`config.mk`:
```
export PLATFORM = sky130hd
export DESIGN_NAME = baw_game_ctrl_flat
export DESIGN_NICKNAME = d
export VERILOG_FILES = /design/src/rtl/baw_game_ctrl_if.sv /design/src/rtl/baw_game_ctrl.sv /design/src/flat_wrapper.sv
export SDC_FILE = /design/constraint.sdc
export NUM_CORES = 1
export LEC_CHECK = 0
export ABC_AREA = 1
export CORE_MARGIN = 4
export CORE_UTILIZATION = 45
export DETAILED_ROUTE_END_ITERATION = 10
export PLACE_DENSITY_LB_ADDON = 0.3
export SYNTH_ARGS = -nofsm -noshare
export SYNTH_HDL_FRONTEND = slang
export SYNTH_SLANG_ARGS = --single-unit
```
`constraint.sdc`:
```
create_clock -name clk -period 5.08 [get_ports clk]
set_input_delay 1.016 -clock clk [delete_from_list [all_inputs] [get_ports clk]]
set_output_delay 1.016 -clock clk [all_outputs]
set_load 0.01 [all_outputs]
```
`src/rtl/baw_game_ctrl_if.sv`:
```
// Board-side inputs of the Black-and-White game controller:
// debounced button levels and card select switches.
interface baw_game_ctrl_if #(
  parameter int NUM_CARDS = 9
);
  logic                 btn_center;
  logic                 btn_top;
  logic                 btn_bottom;
  logic                 btn_left;
  logic                 btn_right;
  logic [NUM_CARDS-1:0] sw;

  modport master (
    output btn_center, btn_top, btn_bottom,
    output btn_left, btn_right, sw
  );

  modport slave (
    input btn_center, btn_top, btn_bottom,
    input btn_left, btn_right, sw
  );
endinterface

```
`src/rtl/baw_game_ctrl.sv`:
```
// Black-and-White game controller: turn order, move checks, scoring.
// Optional turn timeout auto-commit: define BAW_TURN_TIMEOUT_EN.
module baw_game_ctrl #(
  parameter int NUM_CARDS      = 9,
  parameter int VW             = $clog2(NUM_CARDS),
  parameter int RW             = $clog2(NUM_CARDS + 1),
  parameter int TIMEOUT_CYCLES = 100000000
) (
  input  logic                 clk,
  input  logic                 reset,
  baw_game_ctrl_if.slave       bus,
  output logic [2:0]           state,
  output logic [NUM_CARDS-1:0] p1_cards,
  output logic [NUM_CARDS-1:0] p2_cards,
  output logic [VW-1:0]        p1_hand,
  output logic [VW-1:0]        p2_hand,
  output logic                 p1_hand_black,
  output logic                 p2_hand_black,
  output logic [RW-1:0]        p1_black,
  output logic [RW-1:0]        p1_white,
  output logic [RW-1:0]        p2_black,
  output logic [RW-1:0]        p2_white,
  output logic [RW-1:0]        round,
  output logic [RW-1:0]        p1_wins,
  output logic [RW-1:0]        p2_wins,
  output logic [1:0]           match_result,
  output logic [1:0]           game_result,
  output logic                 move_err
);

  typedef enum logic [2:0] {
    S_INIT  = 3'b000,
    S_RASP  = 3'b001,
    S_BAWP  = 3'b010,
    S_P1    = 3'b011,
    S_P2    = 3'b100,
    S_MATCH = 3'b101,
    S_GAME  = 3'b110
  } state_t;

  localparam logic [RW-1:0] HALF  = RW'(NUM_CARDS / 2);
  localparam logic [RW-1:0] LASTR = RW'(NUM_CARDS);

  state_t      st;
  logic [4:0]  btn_now;
  logic [4:0]  btn_q;
  logic [4:0]  rise;
  logic        ev_bottom;
  logic        ev_top;
  logic        ev_center;
  logic        ev_left;
  logic        ev_right;
  logic        p1_played;
  logic        p2_played;
  logic        first_p2;
  logic        p1_may;
  logic        p2_may;
  logic        sw_onehot;
  logic [VW-1:0] sw_val;
  logic        p1_ok;
  logic        p2_ok;
  logic        game_done;

  function automatic logic [RW-1:0] pop_par(
    input logic [NUM_CARDS-1:0] c,
    input logic                 odd
  );
    pop_par = '0;
    for (int i = 0; i < NUM_CARDS; i++)
      if (c[i] && ((i % 2) == int'(odd)))
        pop_par = pop_par + 1'b1;
  endfunction

  assign state         = st;
  assign p1_black      = pop_par(p1_cards, 1'b1);
  assign p1_white      = pop_par(p1_cards, 1'b0);
  assign p2_black      = pop_par(p2_cards, 1'b1);
  assign p2_white      = pop_par(p2_cards, 1'b0);
  assign p1_hand_black = p1_played & p1_hand[0];
  assign p2_hand_black = p2_played & p2_hand[0];

  assign btn_now = {bus.btn_bottom, bus.btn_top, bus.btn_center,
                    bus.btn_left, bus.btn_right};
  assign rise    = btn_now & ~btn_q;

  // At most one event per cycle: bottom > top > center > left > right.
  always_comb begin
    ev_bottom = rise[4];
    ev_top    = rise[3] & ~rise[4];
    ev_center = rise[2] & ~|rise[4:3];
    ev_left   = rise[1] & ~|rise[4:2];
    ev_right  = rise[0] & ~|rise[4:1];
  end

  always_comb begin
    sw_val = '0;
    for (int i = 0; i < NUM_CARDS; i++)
      if (bus.sw[i]) sw_val = VW'(i);
  end

  assign sw_onehot = $onehot(bus.sw);
  assign p1_ok     = sw_onehot && ((bus.sw & p1_cards) != '0);
  assign p2_ok     = sw_onehot && ((bus.sw & p2_cards) != '0);
  assign p1_may    = !p1_played && (!first_p2 || p2_played);
  assign p2_may    = !p2_played && (first_p2 || p1_played);
  assign game_done = (p1_wins > HALF) || (p2_wins > HALF) ||
                     (round == LASTR);

`ifdef BAW_TURN_TIMEOUT_EN
  localparam int TW = $clog2(TIMEOUT_CYCLES + 1);

  logic [TW-1:0] tmo_cnt;
  logic          tmo_hit;
  logic [VW-1:0] p1_low;
  logic [VW-1:0] p2_low;

  function automatic logic [VW-1:0] low_of(
    input logic [NUM_CARDS-1:0] c
  );
    low_of = '0;
    for (int i = NUM_CARDS - 1; i >= 0; i--)
      if (c[i]) low_of = VW'(i);
  endfunction

  assign tmo_hit = (tmo_cnt == TW'(TIMEOUT_CYCLES - 1));
  assign p1_low  = low_of(p1_cards);
  assign p2_low  = low_of(p2_cards);
`else
  logic unused_tmo;
  assign unused_tmo = (TIMEOUT_CYCLES > 0);
`endif

  always_ff @(posedge clk) begin
    if (reset) btn_q <= '0;
    else       btn_q <= btn_now;
  end

  always_ff @(posedge clk) begin
    move_err <= 1'b0;
    if (reset || (ev_bottom && st != S_INIT)) begin
      st           <= S_INIT;
      p1_cards     <= '1;
      p2_cards     <= '1;
      p1_hand      <= '0;
      p2_hand      <= '0;
      p1_played    <= 1'b0;
      p2_played    <= 1'b0;
      first_p2     <= 1'b0;
      round        <= RW'(1);
      p1_wins      <= '0;
      p2_wins      <= '0;
      match_result <= 2'b00;
      game_result  <= 2'b00;
`ifdef BAW_TURN_TIMEOUT_EN
      tmo_cnt      <= '0;
`endif
    end else begin
      unique case (st)
        S_INIT: if (ev_center) st <= S_RASP;
        S_RASP: if (ev_top) st <= S_BAWP;
        S_BAWP: begin
          if (ev_left && p1_may) begin
            st <= S_P1;
`ifdef BAW_TURN_TIMEOUT_EN
            tmo_cnt <= '0;
`endif
          end else if (ev_right && p2_may) begin
            st <= S_P2;
`ifdef BAW_TURN_TIMEOUT_EN
            tmo_cnt <= '0;
`endif
          end else if (ev_center && p1_played && p2_played) begin
            st <= S_MATCH;
            if (p1_hand > p2_hand) begin
              match_result <= 2'b01;
              p1_wins      <= p1_wins + 1'b1;
              first_p2     <= 1'b0;
            end else if (p2_hand > p1_hand) begin
              match_result <= 2'b10;
              p2_wins      <= p2_wins + 1'b1;
              first_p2     <= 1'b1;
            end else begin
              match_result <= 2'b11;
            end
          end
        end
        S_P1: begin
          if (ev_top && p1_ok) begin
            p1_cards[sw_val] <= 1'b0;
            p1_hand          <= sw_val;
            p1_played        <= 1'b1;
            st               <= S_BAWP;
          end
`ifdef BAW_TURN_TIMEOUT_EN
          else if (tmo_hit) begin
            p1_cards[p1_low] <= 1'b0;
            p1_hand          <= p1_low;
            p1_played        <= 1'b1;
            st               <= S_BAWP;
          end
`endif
          else if (ev_top) move_err <= 1'b1;
`ifdef BAW_TURN_TIMEOUT_EN
          tmo_cnt <= tmo_cnt + 1'b1;
`endif
        end
        S_P2: begin
          if (ev_top && p2_ok) begin
            p2_cards[sw_val] <= 1'b0;
            p2_hand          <= sw_val;
            p2_played        <= 1'b1;
            st               <= S_BAWP;
          end
`ifdef BAW_TURN_TIMEOUT_EN
          else if (tmo_hit) begin
            p2_cards[p2_low] <= 1'b0;
            p2_hand          <= p2_low;
            p2_played        <= 1'b1;
            st               <= S_BAWP;
          end
`endif
          else if (ev_top) move_err <= 1'b1;
`ifdef BAW_TURN_TIMEOUT_EN
          tmo_cnt <= tmo_cnt + 1'b1;
`endif
        end
        S_MATCH: begin
          if (ev_top) begin
            if (game_done) begin
              st <= S_GAME;
              if (p1_wins > p2_wins)      game_result <= 2'b01;
              else if (p2_wins > p1_wins) game_result <= 2'b10;
              else                        game_result <= 2'b11;
            end else begin
              st           <= S_RASP;
              round        <= round + 1'b1;
              p1_played    <= 1'b0;
              p2_played    <= 1'b0;
              match_result <= 2'b00;
            end
          end
        end
        S_GAME: ;
        default: st <= S_INIT;
      endcase
    end
  end

endmodule

```
`src/flat_wrapper.sv`:
```
// flat-port wrapper written by rule: the top's interface ports become plain ports
module baw_game_ctrl_flat 
#(
  parameter int NUM_CARDS      = 9,
  parameter int VW             = $clog2(NUM_CARDS),
  parameter int RW             = $clog2(NUM_CARDS + 1),
  parameter int TIMEOUT_CYCLES = 100000000
)
  (clk, reset, state, p1_cards, p2_cards, p1_hand, p2_hand, p1_hand_black, p2_hand_black, p1_black, p1_white, p2_black, p2_white, round, p1_wins, p2_wins, match_result, game_result, move_err, bus_btn_center, bus_btn_top, bus_btn_bottom, bus_btn_left, bus_btn_right, bus_sw);
  baw_game_ctrl_if #(.NUM_CARDS(NUM_CARDS)) bus_i ();
  input  logic clk;
  input  logic reset;
  output logic [2:0] state;
  output logic [NUM_CARDS-1:0] p1_cards;
  output logic [NUM_CARDS-1:0] p2_cards;
  output logic [VW-1:0] p1_hand;
  output logic [VW-1:0] p2_hand;
  output logic p1_hand_black;
  output logic p2_hand_black;
  output logic [RW-1:0] p1_black;
  output logic [RW-1:0] p1_white;
  output logic [RW-1:0] p2_black;
  output logic [RW-1:0] p2_white;
  output logic [RW-1:0] round;
  output logic [RW-1:0] p1_wins;
  output logic [RW-1:0] p2_wins;
  output logic [1:0] match_result;
  output logic [1:0] game_result;
  output logic move_err;
  input wire logic [$bits(bus_i.btn_center)-1:0] bus_btn_center;
  input wire logic [$bits(bus_i.btn_top)-1:0] bus_btn_top;
  input wire logic [$bits(bus_i.btn_bottom)-1:0] bus_btn_bottom;
  input wire logic [$bits(bus_i.btn_left)-1:0] bus_btn_left;
  input wire logic [$bits(bus_i.btn_right)-1:0] bus_btn_right;
  input wire logic [$bits(bus_i.sw)-1:0] bus_sw;
  assign bus_i.btn_center = bus_btn_center;
  assign bus_i.btn_top = bus_btn_top;
  assign bus_i.btn_bottom = bus_btn_bottom;
  assign bus_i.btn_left = bus_btn_left;
  assign bus_i.btn_right = bus_btn_right;
  assign bus_i.sw = bus_sw;
  baw_game_ctrl #(.NUM_CARDS(NUM_CARDS), .VW(VW), .RW(RW), .TIMEOUT_CYCLES(TIMEOUT_CYCLES)) u_core (.clk(clk), .reset(reset), .bus(bus_i), .state(state), .p1_cards(p1_cards), .p2_cards(p2_cards), .p1_hand(p1_hand), .p2_hand(p2_hand), .p1_hand_black(p1_hand_black), .p2_hand_black(p2_hand_black), .p1_black(p1_black), .p1_white(p1_white), .p2_black(p2_black), .p2_white(p2_white), .round(round), .p1_wins(p1_wins), .p2_wins(p2_wins), .match_result(match_result), .game_result(game_result), .move_err(move_err));
endmodule
```
==> results of run 1 <==
## cells by family after synthesis
| kind of cell | after synthesis | synth area share, % |
|---|---|---|
| AOI/OAI and AO/OA | 65 | 9.671 |
| xor gates and xnor gates | 18 | 4.321 |
| adders and majority gates | 40 | 14.75 |
| buffers and inverters | 91 | 10.32 |
| DFF | 54 | 29.63 |
| muxes | 6 | 1.852 |
| other | 1 | 0.1028 |
| and+or+nand+nor | 228 | 29.36 |
## how the worst max path moves through the flow
stage	from	to	slack (ns)	cells past startpoint
CTS	bus_sw[2]	u_core.p1_cards[1]$_SDFFE_PP1P_	0.64	15
global route	bus_sw[2]	u_core.p1_cards[3]$_SDFFE_PP1P_	0.38	15
detailed placement	bus_sw[2]	u_core.p1_cards[0]$_SDFFE_PP1P_	0.31	15
finish	bus_sw[2]	u_core.p1_cards[1]$_SDFFE_PP1P_	0.65	15
floorplan	bus_sw[0]	u_core.state[2]$_SDFFE_PP0P_	1.03	13
global placement	bus_sw[3]	u_core.p1_cards[1]$_SDFFE_PP1P_	0.35	15
## worst max-delay path, stage by stage
cell	delay [ns]
clkdlybuf4s50_1	0.52
inv_1	0.08
ha_1	0.28
inv_1	0.05
fa_1	0.41
fa_1	0.51
inv_1	0.04
ha_1	0.20
fa_1	0.48
nor3_4	0.30
nand3_1	0.24
nor2_8	0.20
inv_2	0.09
o21ai_1	0.14
nand2_1	0.06
## registers in the layout (all words and copies together), names as in the netlist, 2 cells and up
| signal | count |
|---|---|
| u_core.game_result | 2 |
| u_core.p1_wins | 4 |
| u_core.match_result | 2 |
| u_core.round | 4 |
| u_core.p2_wins | 4 |
| u_core.p1_cards | 9 |
| u_core.p2_hand | 4 |
| u_core.p2_cards | 9 |
| u_core.state | 3 |
| u_core.p1_hand | 4 |
| u_core.btn_q | 5 |
## area by class of cell
type | count | area (um2)
clock buffer | 6 | 72.57
clock inverter | 2 | 37.54
fill | 698 | 3201
inverter | 84 | 315.3
multi-input combinational | 359 | 2195
sequential | 54 | 1081
tap | 102 | 127.6
timing repair buffer | 78 | 778.2
## power by group
group	total [uW]	switching, uW	internal, uW
Clock	293	146	147
Sequential	455	20.4	435
Combinational	267	169	97.9
## metrics by stage
step	power [uW]	util, %
6_report	1015	59.01
2_1_floorplan	663.0	-
5_1_grt	1074	59.01
3_5_place_dp	731.2	57.60
4_1_cts	1019	59.01
3_3_place_gp	726.7	57.60
## cells in the final DEF, fill, tap and decap left out, drive strengths merged
master	count
o21a	1
o211ai	1
clkdlybuf4s50	77
inv	84
ha	35
dfxtp	54
a21oi	28
clkbuf	6
xnor2	1
nor3b	3
nand3	29
nor2	48
buf	1
xor2	17
conb	2
mux2	6
clkinvlp	1
o31ai	2
bufinv	1
nand2	128
and3	1
o21ai	31
a31oi	2
nand3b	1
nor3	9
nand4	9
fa	5
## layer usage
| layer | global-route usage (%) | wire (um) | part of all wire [%] | vias up |
|---|---|---|---|---|
| met2 | 32.46 | 4281 | 47 | 76 |
| met1 | 25.84 | 4397 | 48 | 1591 |
| met3 | 3.143 | 405 | 4.4 | 11 |
| met5 | 0 | 0 | 0 | - |
| li1 | - | - | - | 1754 |
| met4 | 4.047 | 89 | 0.97 | 0 |
==> impl_metrics.py, run 1 <==
metrics = {
    "status": {
        "status": "complete, no violations",
    },
    "floorplan": {
        "ioPinCount": 80,
        "dieWidth_um": 98.05,
        "coreArea_um2": 7807,
        "start_util_pct": 46.73,
        "num_rows": 32,
        "dieArea_um2": 9613,
        "dieHeight_um": 98.05,
    },
    "grt": {
        "grt_use_total_pct": 19.19,
        "grt_pass1_wl_mm": 15.52,
        "antenna_found_initial": 0,
        "grt_pass1_vias": 3342,
        "gr-total-overflow": 0,
        "grt_max_degree": 36,
    },
    "logic_synthesis": {
        "synth.distinct_cells": 38,
        "synth_area_um2": 3648,
        "synth_common_cells": "125 x nand2_1, 75 x inv_1, 54 x dfxtp_1, 44 x nor2_1, 35 x ha_1",
        "synthTopCellsByArea": "dfxtp_1 30%, nand2_1 13%, ha_1 12%",
        "synth_seq_area_share_pct": 29.63,
        "synth_largest_area_cell": "dfxtp_1",
        "synthCells": 503,
        "synth_flop_cell": "dfxtp_1",
        "ys_ff_latch": 54,
        "netlist.area_leader.share_pct": 29.63,
        "synth_edf_count": 0,
        "yosysWarnings": 0,
        "async_flop_share_pct": 0,
        "synth_most_common_cell": "nand2_1",
        "syn_area_per_cell_um2": 7.253,
    },
    "clock_network": {
        "clk_pin_slew_ns": 0.10,
        "holdBufCountCts": 0,
        "numCtsBuffers": 5,
        "cts.repair.resized": 0,
        "postCtsSetupRepairBufs": 0,
        "cts_max_path_buffers": 2,
        "cts_root_buf": "clkbuf_8",
        "cts_sinks": 54,
        "cts_tree": "done",
        "insertion_delay_ns": 0.31,
        "h-tree-depth": 2,
    },
    "critical_path": {
        "critPathCaptureType": "flop",
        "worst_ep_required_time_ns": 5.25,
        "worstPathArrival_ns": 4.60,
        "critPathKind": "in -> reg",
        "cp_max_fo": 8,
        "ff2ff_setup_slack_ns": 2.77,
        "reg2reg_to": "u_core.p1_hand[0]$_SDFFE_PP0P_",
        "r2r_cells": 6,
        "startpoint_type": "input port",
        "rr_startpoint": "u_core.state[0]$_SDFFE_PP0P_",
    },
    "drt": {
        "wl_per_cell_um": 13.39,
        "drt_first_iter_violations": 142,
        "drc": 0,
        "vias": 3432,
        "vias_per_cell": 5.010,
        "dr.pass1.iters": 4,
        "postRouteAntennaNets": 0,
        "wl_mm": 9.172,
    },
    "timing": {
        "tightest_slew_ns": 0.8854,
        "fmax_mhz": 226.0,
        "holdWs_ns": 0.4964,
        "worst_slack_ns": 0.6543,
        "finalMaxSlewViolations": 0,
        "skew_ns": 0.01175,
        "maxSlewHeadroom_pct": 40.85,
        "period_share_pct": 87.12,
        "setup_viol": 0,
        "finalHoldViolCount": 0,
        "rsz0062_at_grt": "false",
        "post-route-min-period_ns": 4.426,
        "setup-tns-final_ns": 0,
    },
    "finish": {
        "nets": 638,
        "drive_above_1_share_pct": 7.204,
        "stdcell_area_um2": 4607,
        "fin_cells": 685,
        "syn_to_final_growth_pct": 26.27,
        "antenna_cells": 0,
    },
    "flow_run": {
        "maxCapViolCount": 0,
    },
    "min_path": {
        "worstHoldEndpoint": "u_core.first_p2$_SDFFE_PP0P_",
        "hold_class": "reg -> reg",
        "hold_depth": 2,
        "hold_start": "u_core.first_p2$_SDFFE_PP0P_",
    },
    "place": {
        "place_inst": 677,
        "port_buffers": 77,
        "place.gp.congestion": 0.9160,
        "hpwl_mm": 7.427,
        "pre_cts_ws_ns": 0.3115,
        "dpl-instance-area_um2": 4497,
    },
    "power_and_ir_drop": {
        "ir_worst_vdd_mv": 0.1301,
        "powerDensity_nw_per_um2": 220.3,
        "p_leak_uw": 0.002203,
    },
}
(Power assumes the default switching activity.)
==> run 2, diff against run 1 <==
CORE_UTILIZATION = 40   (was 45)
==> run 2 against run 1 <==
  * Worst setup slack worse by 0.063 ns
  * Final cell count up 0.88%
  * Fmax shrank 1.4%
  * Global-route usage is 1.5 points lower
  * Highest routed layer unchanged
  * Via count about the same
  * Total power shrank 4.7%
  * Die area rose by 11%
==> impl_metrics.py, run 2 (synthesis results as in run 1) <==
metrics = {
    "status": {
        "status": "complete, no violations",
    },
    "timing": {
        "finalHoldViolCount": 0,
        "tightest_slew_ns": 0.6339,
        "setup-tns-final_ns": 0,
        "setup_viol": 0,
        "rsz0062_at_grt": "false",
        "period_share_pct": 88.37,
        "post-route-min-period_ns": 4.489,
        "fmax_mhz": 222.8,
        "finalMaxSlewViolations": 0,
        "maxSlewHeadroom_pct": 57.65,
        "skew_ns": 0.008302,
    },
    "finish": {
        "antenna_cells": 0,
        "top_regs": "u_core.p1_cards (9), u_core.p2_cards (9), u_core.btn_q (5)",
        "drive_above_1_share_pct": 7.376,
        "syn_to_final_growth_pct": 25.93,
        "final_common_cell": "nand2_1",
        "final_util_pct": 52.17,
        "nets": 639,
        "fillers": 862,
        "final_cell_mix": "125 x nand2_1, 77 x clkdlybuf4s50_1, 75 x inv_1",
    },
    "grt": {
        "grt_max_degree": 24,
        "met1_usage_pct": 22.57,
        "gr-usage-met2_pct": 29.49,
        "gr-total-overflow": 0,
        "use_met3_pct": 4.664,
        "grt_pass1_vias": 3394,
        "grt_use_total_pct": 17.65,
        "grt-busiest-layer": "met2",
        "antenna_found_initial": 0,
        "grt_pass1_wl_mm": 16.03,
    },
    "drt": {
        "vias_per_cell": 4.962,
        "wl_mm": 9.345,
        "drc": 0,
        "dr.pass1.iters": 4,
        "wl_per_cell_um": 13.52,
        "vias": 3429,
        "drt_first_iter_violations": 218,
        "postRouteAntennaNets": 0,
    },
    "critical_path": {
        "path_common_cell": "inv_1",
        "critPathSlowestCell": "clkdlybuf4s50_1",
        "cp.buffers_inverters": 5,
        "startpoint_type": "input port",
        "cp_max_fo": 5,
        "critPathCaptureType": "flop",
        "critPathKind": "in -> reg",
        "critPathTopFamily": "adder cells",
        "worst_ep_required_time_ns": 5.33,
        "worstPathArrival_ns": 4.74,
        "cpPeakStageDelay_ns": 0.56,
        "crit_chain": "clkdlybuf4s50_1 -> inv_1 -> ha_1 -> inv_1 -> fa_1 -> fa_1 -> inv_1 -> ha_1 -> fa_1 -> nor3_4 -> nand3_1 -> nand2_1 -> nand3_2 -> nand2_1 -> inv_1 -> nor2_1",
    },
    "clock_network": {
        "holdBufCountCts": 0,
        "cts_tree": "done",
        "postCtsSetupRepairBufs": 0,
        "cts.repair.resized": 0,
        "cts_sinks": 54,
        "numCtsBuffers": 5,
        "cts_root_buf": "clkbuf_8",
        "clk_pin_slew_ns": 0.10,
        "cts_max_path_buffers": 2,
        "h-tree-depth": 2,
        "insertion_delay_ns": 0.31,
    },
    "place": {
        "hpwl_mm": 7.660,
        "place.gp.congestion": 0.8775,
        "port_buffers": 77,
    },
    "floorplan": {
        "dieHeight_um": 103.5,
        "coreArea_um2": 8806,
        "num_rows": 34,
        "dieWidth_um": 103.5,
        "ioPinCount": 80,
        "start_util_pct": 41.43,
        "dieArea_um2": 10710,
    },
    "min_path": {
        "hold_class": "reg -> reg",
    },
    "flow_run": {
        "maxCapViolCount": 0,
    },
    "power_and_ir_drop": {
        "ir_worst_vdd_mv": 0.1073,
        "powerDensity_nw_per_um2": 210.4,
        "p_leak_uw": 0.002201,
    },
}
-- run 2: cell types whose count changed in the layout (fill, tap and decap cells not counted), sizes merged --
cell | previous run | this run
inv | 84 | 85
buf | 1 | 2
bufinv | 1 | 0
clkinv | 0 | 1
clkbuf | 6 | 5
clkinvlp | 1 | 0
-- run 2: final timing paths --
path	from	endpoint	slack (ns)	cells past startpoint
hold reg to reg	u_core.first_p2$_SDFFE_PP0P_	u_core.first_p2$_SDFFE_PP0P_	0.49	2
setup / recovery	bus_sw[3]	u_core.state[1]$_SDFFE_PP0P_	0.59	16
hold / removal	u_core.first_p2$_SDFFE_PP0P_	u_core.first_p2$_SDFFE_PP0P_	0.49	2
setup reg to reg	u_core.state[0]$_SDFFE_PP0P_	u_core.p1_hand[0]$_SDFFE_PP0P_	3.03	6
-- run 2: power by group --
group          internal (uW)  switching, uW  total, uW  leakage, uW
Combinational           99.6            173        273      0.00172
Sequential               435           19.2        454     0.000438
Clock                   95.7            144        240    0.0000444
Total                    630            337        967      0.00220
-- run 2: worst register-to-register path, delay by kind of cell (launching register included) --
family	cells	cell delay [ns]
AOI/OAI and AO/OA	3	0.85
DFF	1	0.43
buffers and inverters	2	0.39
and+or+nand+nor	1	0.33
-- run 2: routing by layer --
metal	vias up	wire length [um]	part of all wire, %
met3	12	623	6.7
li1	1760	-	-
met5	-	0	0
met4	0	152	1.6
met2	97	4295	46
met1	1560	4274	46
-- run 2: cell type report --
cell class              instances  area (um2)  area share (%)
inverters                      84       315.3           6.863
flip-flops and latches         54        1081           23.53
clock buffers                   5       68.82           1.498
well taps                     108       135.1           2.941
repair buffers                 79       785.8           17.10
clock inverters                 2       13.76          0.2996
multi-input cells             359        2195           47.77
-- run 2: per-stage QoR --
| stage | total power [uW] | setup slack (ns) | instances | area, um2 | hold slack, ns |
|---|---|---|---|---|---|
| after CTS | 975.0 | 0.5976 | 691 | 4594 | 0.4859 |
| after detailed placement | 736.1 | 0.2739 | 684 | 4512 | 0.4714 |
| after global routing | 1028 | 0.4138 | 691 | 4594 | 0.5272 |
| after global placement | 729.4 | 0.3711 | 684 | 4512 | 0.4652 |
| after floorplan | 663.0 | 1.026 | 504 | 3652 | 0.4474 |
| final | 966.7 | 0.5910 | 691 | 4594 | 0.4859 |
==> run 3, diff against run 2 <==
CTS_BUF_LIST = sky130_fd_sc_hd__clkbuf_8   (was not set)
DONT_BUFFER_PORTS = 1   (was not set)
RECOVER_POWER = 25   (was not set)
==> run 3 against run 2 <==
  * Sequential power increased by 2%
  * Via count down 8.2%
  * Critical path type unchanged
  * Total power is 3.4% lower
  * Critical path depth fell by 3
  * Worst hold slack improved by 0.00067 ns
  * Die area did not move
  * Register-to-register slack got worse by 0.34 ns
  * Worst setup slack better by 0.55 ns
  * Core utilization decreased by 8.9 points
  * Critical endpoint is now u_core.p1_cards[0]$_SDFFE_PP1P_
  * Final cell count fell by 11%
==> impl_metrics.py, run 3 (synthesis results as in run 1) <==
metrics = {
    "status": {
        "status": "complete, no violations",
    },
    "clock_network": {
        "numCtsBuffers": 5,
        "cts.repair.resized": 0,
        "cts_root_buf": "clkbuf_8",
        "holdBufCountCts": 0,
        "h-tree-depth": 2,
        "insertion_delay_ns": 0.32,
        "clk_pin_slew_ns": 0.10,
        "cts_max_path_buffers": 2,
        "postCtsSetupRepairBufs": 0,
        "cts_sinks": 54,
        "cts_tree": "done",
    },
    "timing": {
        "maxSlewHeadroom_pct": 38.21,
        "setup_viol": 0,
        "tightest_slew_ns": 0.9247,
        "setup-tns-final_ns": 0,
        "holdWs_ns": 0.4866,
        "finalHoldViolCount": 0,
        "rsz0062_at_grt": "false",
        "worst_slack_ns": 1.142,
        "period_share_pct": 77.52,
        "post-route-min-period_ns": 3.938,
        "finalMaxSlewViolations": 0,
        "skew_ns": 0.009189,
        "fmax_mhz": 253.9,
    },
    "critical_path": {
        "critPathKind": "in -> reg",
        "startpoint_type": "input port",
        "r2r_cells": 6,
        "startpoint": "bus_sw[0]",
        "worstPathArrival_ns": 4.12,
        "reg2reg_to": "u_core.p1_hand[0]$_SDFFE_PP0P_",
        "cp_max_fo": 8,
        "rr_startpoint": "u_core.state[0]$_SDFFE_PP0P_",
        "ff2ff_setup_slack_ns": 2.69,
        "critPathCaptureType": "flop",
        "worst_ep_required_time_ns": 5.26,
    },
    "floorplan": {
        "dieArea_um2": 10710,
        "coreArea_um2": 8806,
        "dieWidth_um": 103.5,
        "num_rows": 34,
        "ioPinCount": 80,
        "dieHeight_um": 103.5,
        "start_util_pct": 41.43,
    },
    "place": {
        "place.gp.congestion": 0.8773,
        "dpl-instance-area_um2": 3726,
        "hpwl_mm": 7.053,
        "pre_cts_ws_ns": 0.7858,
        "port_buffers": 0,
    },
    "drt": {
        "drt_first_iter_violations": 215,
        "drc": 0,
        "vias": 3149,
        "wl_per_cell_um": 14.47,
        "wl_mm": 8.857,
        "dr.pass1.iters": 4,
        "postRouteAntennaNets": 0,
        "vias_per_cell": 5.145,
    },
    "finish": {
        "final_common_cell": "nand2_1",
        "antenna_cells": 0,
        "stdcell_area_um2": 3809,
        "multi_input_area_um2": 2195,
        "final_util_pct": 43.25,
        "fillers": 896,
        "top_regs": "u_core.p1_cards (9), u_core.p2_cards (9), u_core.btn_q (5)",
        "drive_above_1_share_pct": 8.135,
        "final_cell_mix": "125 x nand2_1, 75 x inv_1, 54 x dfxtp_1",
        "nets": 560,
        "seq_area_um2": 1081,
        "syn_to_final_growth_pct": 4.390,
    },
    "min_path": {
        "hold_start": "u_core.first_p2$_SDFFE_PP0P_",
        "hold_class": "reg -> reg",
        "hold_depth": 2,
        "worstHoldEndpoint": "u_core.first_p2$_SDFFE_PP0P_",
    },
    "grt": {
        "grt_pass1_vias": 3027,
        "grt_max_degree": 36,
        "grt_pass1_wl_mm": 15.03,
        "gr-total-overflow": 0,
        "grt_use_total_pct": 16.71,
        "antenna_found_initial": 0,
    },
    "power_and_ir_drop": {
        "ir_worst_vdd_mv": 0.1001,
        "powerDensity_nw_per_um2": 245.2,
        "p_leak_uw": 0.001895,
    },
    "flow_run": {
        "maxCapViolCount": 0,
    },
}
## run 3: cell types whose count changed in the layout (fill, tap and decap cells not counted)
cell             delta
clkdlybuf4s50_1    -77
buf_4               -2
## run 3: layout make-up
cell class              count  share of cell area, %
multi-input cells         359                  57.62
flip-flops and latches     54                  28.38
inverters                  84                  8.279
well taps                 108                  3.548
clock buffers               5                  1.807
clock inverters             2                 0.3614
## run 3: worst max-delay path by stage
| stage | to | slack, ns | cells after the start |
|---|---|---|---|
| 5_1_grt | u_core.p1_cards[0]$_SDFFE_PP1P_ | 0.94 | 13 |
| 4_1_cts | u_core.p1_cards[0]$_SDFFE_PP1P_ | 1.12 | 13 |
| 6_report | u_core.p1_cards[0]$_SDFFE_PP1P_ | 1.14 | 13 |
| 3_3_place_gp | u_core.p1_cards[1]$_SDFFE_PP1P_ | 0.84 | 13 |
| 3_5_place_dp | u_core.p1_cards[0]$_SDFFE_PP1P_ | 0.79 | 13 |
| 2_1_floorplan | u_core.state[2]$_SDFFE_PP0P_ | 1.03 | 13 |
## run 3: critical path: stages
cell and delay, ns:
ha_1 0.20, fa_1 0.54, inv_1 0.06, fa_1 0.53, inv_1 0.05, ha_1 0.20
fa_1 0.48, nor3_4 0.30, nand3_1 0.24, nor2_8 0.21, inv_2 0.09, o21ai_1 0.16
nand2_1 0.06
## run 3: stage by stage
stage / power (uW) / instances
after CTS: 939.4 / 612
after global routing: 994.0 / 612
after floorplan: 663.0 / 504
after global placement: 696.5 / 605
final: 933.7 / 612
after detailed placement: 700.0 / 605
## run 3: power by group
group | internal (uW) | leakage, uW | switching (uW)
Combinational | 74.1 | 0.00141 | 156
Clock | 95.8 | 0.0000444 | 148
Sequential | 435 | 0.000438 | 25.8
Total | 605 | 0.00190 | 329
## run 3: metal layers
layer  wire, um  global-route usage [%]
met1       3979                   21.06
met2       3925                   27.24
met3        722                   5.286
met4        230                   5.413
met5          0                       0
